[config.mk]
export PLATFORM = sky130hd
export DESIGN_NAME = note_sequencer_flat
export DESIGN_NICKNAME = d
export VERILOG_FILES = /design/src/rtl/note_sequencer_if.sv /design/src/rtl/note_sequencer.sv /design/src/flat_wrapper.sv
export SDC_FILE = /design/constraint.sdc
export NUM_CORES = 1
export LEC_CHECK = 0
export BUFFER_PORTS_ARGS = -buffer_cell sky130_fd_sc_hd__buf_2
export CAP_MARGIN = 20
export CORE_MARGIN = 2
export CORE_UTILIZATION = 52
export CTS_CLUSTER_DIAMETER = 50
export DETAILED_ROUTE_END_ITERATION = 7
export GPL_TIMING_DRIVEN = 0
export PLACE_DENSITY = 0.83
export SLEW_MARGIN = 10
export SYNTH_ARGS = -nofsm -noshare
export SYNTH_HDL_FRONTEND = slang
export SYNTH_SLANG_ARGS = --single-unit
[constraint.sdc]
create_clock -name clk -period 5.65 [get_ports clk]
set_input_delay 0 -clock clk [delete_from_list [all_inputs] [get_ports clk]]
set_output_delay 0 -clock clk [all_outputs]
set_load 0.03 [all_outputs]
[src/rtl/note_sequencer_if.sv]
// Bus between the note sequencer, the note RAM read port and the datapath.
// The master side is the sequencer. The slave side is the RAM plus the datapath.
interface note_sequencer_if #(
  parameter int ADDR_W = 6,
  parameter int DATA_W = 32
) ();
  logic              ram_rden;
  logic [ADDR_W-1:0] ram_addr;
  logic [DATA_W-1:0] ram_q;
  logic              note_valid;
  logic [DATA_W-1:0] note_data;
  logic              note_ready;

  modport master (
    output ram_rden, ram_addr, note_valid, note_data,
    input  ram_q, note_ready
  );

  modport slave (
    input  ram_rden, ram_addr, note_valid, note_data,
    output ram_q, note_ready
  );
endinterface

[src/rtl/note_sequencer.sv]
// Walks the note RAM one word per tempo tick and hands each word to the datapath.
// Ticks that arrive while a note is still in flight are remembered once, then counted as overruns.
module note_sequencer #(
  parameter int ADDR_W = 6,
  parameter int DATA_W = 32,
  parameter int OVR_W  = 8
) (
  input  logic              clk,
  input  logic              resetn,
  input  logic              start,
  input  logic              pause,
  input  logic              loop,
  input  logic [ADDR_W:0]   song_len,
  input  logic              tick,
  note_sequencer_if.master  bus,
  output logic              busy,
  output logic              done,
  output logic [OVR_W-1:0]  overrun
);

  localparam int IDX_W = ADDR_W + 1;
  localparam logic [IDX_W-1:0] LEN_MAX = IDX_W'(2 ** ADDR_W);
  localparam logic [IDX_W:0]   ONE     = (IDX_W + 1)'(1);

  typedef enum logic [2:0] {
    S_IDLE,
    S_FETCH,
    S_WAIT,
    S_PRESENT,
    S_HOLD,
    S_DONE
  } state_t;

  state_t              state_q, state_d;
  logic [IDX_W-1:0]    idx_q, idx_d;
  logic                pending_q, pending_d;
  logic [OVR_W-1:0]    overrun_q, overrun_d;
  logic [DATA_W-1:0]   note_data_q, note_data_d;

  logic [IDX_W-1:0]    len_eff;
  logic [IDX_W:0]      idx_inc;
  logic                last_note;
  logic                tick_defer;
  logic                advance;

  always_comb begin
    len_eff    = (song_len > LEN_MAX) ? LEN_MAX : song_len;
    idx_inc    = {1'b0, idx_q} + ONE;
    // A shrunken song_len can leave idx beyond the end; that still counts as the last note.
    last_note  = (idx_inc >= {1'b0, len_eff});
    tick_defer = (state_q == S_FETCH) || (state_q == S_WAIT) ||
                 (state_q == S_PRESENT) || ((state_q == S_HOLD) && pause);
    advance    = (state_q == S_HOLD) && (tick || pending_q) && !pause;
  end

  always_comb begin
    state_d     = state_q;
    idx_d       = idx_q;
    pending_d   = pending_q;
    overrun_d   = overrun_q;
    note_data_d = note_data_q;

    if (tick && tick_defer) begin
      if (!pending_q) begin
        pending_d = 1'b1;
      end else if (overrun_q != {OVR_W{1'b1}}) begin
        overrun_d = overrun_q + OVR_W'(1);
      end
    end

    case (state_q)
      S_IDLE: begin
        if (start) begin
          pending_d = 1'b0;
          overrun_d = '0;
          idx_d     = '0;
          state_d   = (len_eff == '0) ? S_DONE : S_FETCH;
        end
      end
      S_FETCH:   state_d = S_WAIT;
      S_WAIT: begin
        note_data_d = bus.ram_q;
        state_d     = S_PRESENT;
      end
      S_PRESENT: begin
        if (bus.note_ready) begin
          state_d = S_HOLD;
        end
      end
      S_HOLD: begin
        if (advance) begin
          pending_d = 1'b0;
          if (!last_note) begin
            idx_d   = idx_inc[IDX_W-1:0];
            state_d = S_FETCH;
          end else if (loop) begin
            idx_d   = '0;
            state_d = S_FETCH;
          end else begin
            state_d = S_DONE;
          end
        end
      end
      S_DONE:    state_d = S_IDLE;
      default:   state_d = S_IDLE;
    endcase
  end

  always_ff @(posedge clk) begin
    if (!resetn) begin
      state_q     <= S_IDLE;
      idx_q       <= '0;
      pending_q   <= 1'b0;
      overrun_q   <= '0;
      note_data_q <= '0;
    end else begin
      state_q     <= state_d;
      idx_q       <= idx_d;
      pending_q   <= pending_d;
      overrun_q   <= overrun_d;
      note_data_q <= note_data_d;
    end
  end

  assign bus.ram_rden   = (state_q == S_FETCH);
  assign bus.ram_addr   = idx_q[ADDR_W-1:0];
  assign bus.note_valid = (state_q == S_PRESENT);
  assign bus.note_data  = note_data_q;
  assign busy           = (state_q != S_IDLE);
  assign done           = (state_q == S_DONE);
  assign overrun        = overrun_q;

endmodule

[src/flat_wrapper.sv]
// flat-port wrapper written by rule: the top's interface ports become plain ports
module note_sequencer_flat 
#(
  parameter int ADDR_W = 6,
  parameter int DATA_W = 32,
  parameter int OVR_W  = 8
)
  (clk, resetn, start, pause, loop, song_len, tick, busy, done, overrun, bus_ram_rden, bus_ram_addr, bus_note_valid, bus_note_data, bus_ram_q, bus_note_ready);
  note_sequencer_if #(.ADDR_W(ADDR_W), .DATA_W(DATA_W)) bus_i ();
  input  logic clk;
  input  logic resetn;
  input  logic start;
  input  logic pause;
  input  logic loop;
  input  logic [ADDR_W:0] song_len;
  input  logic tick;
  output logic busy;
  output logic done;
  output logic [OVR_W-1:0] overrun;
  output wire logic [$bits(bus_i.ram_rden)-1:0] bus_ram_rden;
  output wire logic [$bits(bus_i.ram_addr)-1:0] bus_ram_addr;
  output wire logic [$bits(bus_i.note_valid)-1:0] bus_note_valid;
  output wire logic [$bits(bus_i.note_data)-1:0] bus_note_data;
  input wire logic [$bits(bus_i.ram_q)-1:0] bus_ram_q;
  input wire logic [$bits(bus_i.note_ready)-1:0] bus_note_ready;
  assign bus_ram_rden = bus_i.ram_rden;
  assign bus_ram_addr = bus_i.ram_addr;
  assign bus_note_valid = bus_i.note_valid;
  assign bus_note_data = bus_i.note_data;
  assign bus_i.ram_q = bus_ram_q;
  assign bus_i.note_ready = bus_note_ready;
  note_sequencer #(.ADDR_W(ADDR_W), .DATA_W(DATA_W), .OVR_W(OVR_W)) u_core (.clk(clk), .resetn(resetn), .start(start), .pause(pause), .loop(loop), .song_len(song_len), .tick(tick), .bus(bus_i), .busy(busy), .done(done), .overrun(overrun));
endmodule
**After elaboration in Yosys (flattened, before gate mapping)**

Index checks and enable logic that the tools add are counted.

- $lt $le $gt $ge: 2
- Muxes and demuxes: 22
- Reduce and logical (&&, ||, !) cells: 15
- Eq/ne operators: 10
- Add/subtract/negate cells: 2

Operator list:

| operator | number |
|---|---|
| $mux 8 | 5 |
| $mux 7 | 5 |
| $mux 3 | 6 |
| $pmux 3 s5 | 1 |
| $pmux 7 s2 | 1 |
| $add 7x1->8 const B | 1 |
| $add 8x1->8 const B | 1 |
| $ge 8x7->1 | 1 |
| $ne 8x8->1 const B | 1 |
| $gt 7x7->1 const B | 1 |
| $logic_not 7->1 | 1 |
| $eq 3x2->1 const B | 2 |
| $eq 3x3->1 const B | 2 |
| $logic_and 1x1->1 | 4 |
| $logic_or 1x1->1 | 4 |
| $ne 2x1->1 const B | 2 |
| $reduce_and 4->1 | 1 |
| $eq 3x1->1 const B | 1 |
| $logic_not 3->1 | 1 |
| $mux 1 | 3 |
| $ne 3x3->1 const B | 1 |
| $reduce_and 3->1 | 1 |
| $reduce_bool 3->1 | 1 |
| $ne 2x2->1 const B | 1 |
| 3 further kinds | 3 |

- Logic and storage cells: 56
- Input port bits: 46
- Output and inout port bits: 50
- Bits in registers: 51

**Depth between registers and ports, before layout**

- Depth after elaboration: 8
- Mapped depth: 9
- Mapped depth without buffers: 9

**Worst setup path before layout**

Ideal clock, no wire load.

- Path type: register to register
- Start point: reg u_core.idx_q[2]
- End point: reg u_core.idx_q[1]
- Data arrival time: 2.176 ns
- Path buffers: 0
- Cell stages (with the launch flop): 10
- Period minus slack after synthesis: 2.248 ns
- Required time: 5.578 ns
- Library setup time: 0.072 ns
- Slack: 3.402 ns
- Cells stage by stage: dfxtp_1 > and3_1 > nand3_1 > xnor2_1 > ha_1 > a21o_1 > a221oi_1 > o31ai_1 > nor2_2 > mux2i_1

- Word-level cells in the longest chain between the ends: 5
- Elaborated cells between the ends (all ways): 7
- Those cells by class: add/sub (1); order compare (1); eq/ne (1); mux (3); reduce/logical (1)

RTL lines:

| what | line | RTL |
|---|---|---|
| start: declaration | note_sequencer.sv:35 | `logic [IDX_W-1:0] idx_q, idx_d;` |
| start signal: assignment | note_sequencer.sv:118 | `idx_q <= idx_d;` |
| $add 7x1->8 (*) | note_sequencer.sv:48 | `idx_inc = {1'b0, idx_q} + ONE;` |
| $ge 8x7->1 (*) | note_sequencer.sv:50 | `last_note = (idx_inc >= {1'b0, len_eff});` |
| $mux 7 | note_sequencer.sv:93 | `if (!last_note) begin` |
| $mux 7 | note_sequencer.sv:91 | `if (advance) begin` |
| $pmux 7 s2 | note_sequencer.sv:71 | `case (state_q)` |

Mark *: on every way between the ends. The rest lies on a longest branch, timed or not. The select of a mux whose other input is x is not followed.
A chain may end at the register's enable or synchronous reset.

**Worst setup path after layout**

- Start point: reg u_core.idx_q[2]
- End point: reg u_core.idx_q[6]

- Word-level cells in the longest chain between the ends: 5
- Elaborated cells between the ends (all ways): 7
- Those cells by class: add/sub (1); order compare (1); eq/ne (1); mux (3); reduce/logical (1)

RTL lines:

| what | line |
|---|---|
| $add 7x1->8 (*) | note_sequencer.sv:48 |
| $ge 8x7->1 | note_sequencer.sv:50 |
| $mux 7 | note_sequencer.sv:93 |
| $mux 7 | note_sequencer.sv:91 |
| $pmux 7 s2 | note_sequencer.sv:71 |

Marks and branches as above.

==> run_results.csv <==
group,metric,value,unit
sta,hold_viol_final,0,
global_routing,first_pass_grt_wire_length,10400,µm
clock_tree,numCtsBuffers,5,
die,initial_utilization,54.7,%
detailed_routing,drtIter0Drc,178,
clock_tree,tritoncts_clock_tree,"done",
synthesis,yosys.area_share.xor_xnor,3.26,%
worst_setup_path,startpoint_type,"flop",
sta,worst_tran_pin_value,0.627,ns
sta,final_period_minus_worst_setup_slack,2.57,ns
worst_setup_path,data_arrival_at_the_endpoint_of_the_critical_path,2.80,ns
power_and_ir_drop,worst_ir_drop_vdd,0.000175,V
die,num_rows,24,
synthesis,synth_sequential_area_ratio,42.3,%
synthesis,synth_simple_gate_area_share,26.9,%
global_routing,globalRouteTotalUtil,25.6,%
detailed_routing,drt_pass1_iterations,4,
sta,fmax,390,MHz
clock_tree,path_clk_slew,0.09,ns
detailed_routing,detail_route.vias_per_cell,5.13,
layout,multi_input_area,0.00128,mm²
clock_tree,cts_htree_levels,2,
sta,fin_skew,0.00329,ns
detailed_routing,routedWlPerCell,13.3,µm
die,chipWidth,72.1,µm
placed_design,post-place-cells,445,
sta,timing.final.ws_setup,3.08,ns
layout,area_delta_synth_final,40.7,%
worst_setup_path,worst-setup-path-type,"reg2reg",
power_and_ir_drop,cellPowerDensity,237,mW/mm²
global_routing,grt_start_max_net_pins,15,
clock_tree,cts_max_path_buffers,2,
synthesis,yosys-mux-area-fraction,2.49,%
sta,max-slew-margin-rel,57.9,%
synthesis,synth_area_per_cell,8.10,µm²
status,outcome,"complete, no violations",
worst_setup_path,worst-endpoint-required,5.88,ns
worst_setup_path,crit_fanout,8,
placed_design,gp_congestion,0.828,
detailed_routing,final_antenna_net_count,0,
global_routing,antenna_violations_before_repair,0,
layout,drive_above_1_share,26.3,%
sta,slew_viol_final,0,
sta,finalHoldWorstSlack,0.0291,ns
worst_hold_path,hold_class,"in2reg",
power_and_ir_drop,power.total,806,µW
synthesis,dominant_combinational_cell_family_by_area_after_synthesis,"simple AND/OR/NAND/NOR gates",
sta,setup_repair_after_global_routing_missed_its_margin,"no",
placed_design,dp_hpwl,4380,µm
clock_tree,clock_sink_count,51,
synthesis,synth_compound_area_share,15.6,%
job,max-cap-violations,0,
die,die_area,0.00520,mm²
synthesis,syn-num-nets,353,
sta,finalCritPeriodShare,45.4,%
placed_design,portBuffers,95,
die,pin_count,96,
detailed_routing,via_count,2494,
clock_tree,cts_resized,0,
synthesis,synth_adder_area_share,4.66,%
global_routing,vias_in_the_first_global_route,2395,
synthesis,synthesis.area,0.00241,mm²
layout,nets,489,
global_routing,grt_remaining_overflow,0,
layout,num-fill-cells,328,
sta,setup_failing_eps_final,0,
layout,antenna_cells_inserted,0,
clock_tree,count_of_buffers_added_by_post_cts_timing_repair_for_setup,0,
layout,storage_element_area,0.00102,mm²
die,floorplan.die.height,72.1,µm
detailed_routing,routed_wl,6460,µm
sta,tns,0,ns
detailed_routing,remaining_drc_errors,0,
clock_tree,clk_latency,0.30,ns
synthesis,synth_warnings,0,
placed_design,dpl_worst_slack,3.07,ns
synthesis,synth_seq_cells,51,
synthesis,postSynthCellCount,298,
synthesis,ys_types,42,
worst_setup_path,critPathCaptureType,"flop",
power_and_ir_drop,p_leak,0.00150,µW
clock_tree,cts_root_buf,"sky130_fd_sc_hd__clkbuf_8",
die,placeableCoreArea,0.00441,mm²
layout,final_cell_count_no_fill,486,
placed cells by master, fill, tap and decap left out, drive strengths merged, types with 4 or more instances in the layout:
cell,n
ha,9
clkbuf,21
nor2,15
a21oi,21
nor3,7
nand2,87
a21boi,14
o21ai,6
xnor2,9
inv,4
buf,101
dfxtp,51
mux2i,6
nand3,8
dlygate4sd3,34
through the flow:
step / area [µm²] / utilization (%)
after floorplan: 2410 / -
after global placement: 2960 / 67.0
after detailed placement: 2960 / 67.0
after CTS: 3400 / 77.0
after global routing: 3400 / 77.0
final: 3400 / 77.0
synthesized netlist by cell type (all sizes together):
cell type	instances	area share, %
ha	9	4.7
o21bai	1	0.31
or4	1	0.31
xnor2	9	3.3
nor3	7	1.5
a311oi	1	0.36
and3b	2	0.73
nor4	2	0.52
a21boi	14	4.4
or3	2	0.73
clkbuf	15	2.3
nand2b	3	0.78
a2111oi	3	1.1
nand3	8	1.7
mux2i	6	2.5
o21ba	2	0.83
a21oi	21	4.4
nand4	1	0.26
nor2b	2	0.52
nor4b	1	0.36
nor4bb	2	0.83
or3b	2	0.73
inv	4	0.62
a22o	1	0.36
o21a	2	0.62
nand2	87	14
nor2	15	2.4
a21o	1	0.31
o21ai	6	1.4
o211ai	1	0.31
and3	3	0.78
and4	1	0.36
dfxtp	51	42
buf	6	1.9
a221oi	2	0.98
o31ai	1	0.31
nor3b	3	0.93
routing by layer:
layer  up-vias  track usage (%)  wire length [µm]  share of wire (%)
li1       1282                -                 -                  -
met1      1121             29.2              2660                 41
met2        78             45.7              3280                 51
met3        13             6.94               376                5.8
met4         0             9.22               144                2.2
met5         -                0                 0                  0
report_power, final:
| group | internal, µW | total (µW) | switching (µW) |
|---|---|---|---|
| Clock | 130 | 245 | 115 |
| Sequential | 377 | 388 | 10.9 |
| Combinational | 66.4 | 172 | 106 |
| Total | 574 | 806 | 232 |
sequential cells by signal, summed over array words and instances (netlist names):
signal and flops:
u_core.bus.note_data 32, u_core.idx_q 7, u_core.overrun 8, u_core.pending_q 1
u_core.state_q 3
area by class of cell:
cell class / count / area share, %
timing repair buffer: 129 / 24.0
buffer: 21 / 2.98
inverter: 4 / 0.442
multi-input combinational: 222 / 37.6
sequential: 51 / 30.0
clock inverter: 1 / 0.884
tap: 52 / 1.91
clock buffer: 6 / 2.14
what timing repair did:
item	CTS	global route
hold buffers	34	0
endpoints found under the hold margin	34	0
endpoints found under the setup margin	0	0
worst paths after layout:
path                            from                      end  slack, ns  cells after the start
min reg2reg  u_core.bus.note_data[4]  u_core.bus.note_data[4]       0.46                      2
max                  u_core.idx_q[2]          u_core.idx_q[6]       3.08                      9
max reg2reg          u_core.idx_q[2]          u_core.idx_q[6]       3.08                      9
min                   bus_note_ready        u_core.state_q[1]       0.03                      3
cell families (layout without fill, tap and decap cells):
kind of cell | Yosys count | in the layout
buffers and inverters | 25 | 161
xor gates and xnor gates | 9 | 9
muxes | 6 | 6
DFF | 51 | 51
and+or+nand+nor | 142 | 142
AOI/OAI and AO/OA | 56 | 56
adders and majority gates | 9 | 9
worst max-delay path, stage by stage, from the launching register on:
cell and delay, ns:
sky130_fd_sc_hd__dfxtp_1 0.45, sky130_fd_sc_hd__and3_1 0.19, sky130_fd_sc_hd__nand3_1 0.09, sky130_fd_sc_hd__xnor2_1 0.22, sky130_fd_sc_hd__ha_1 0.28, sky130_fd_sc_hd__a21o_1 0.18
sky130_fd_sc_hd__a221oi_1 0.30, sky130_fd_sc_hd__o31ai_1 0.20, sky130_fd_sc_hd__nor2_2 0.37, sky130_fd_sc_hd__mux2i_1 0.23
Note: power is estimated with default switching activity, not from simulation.
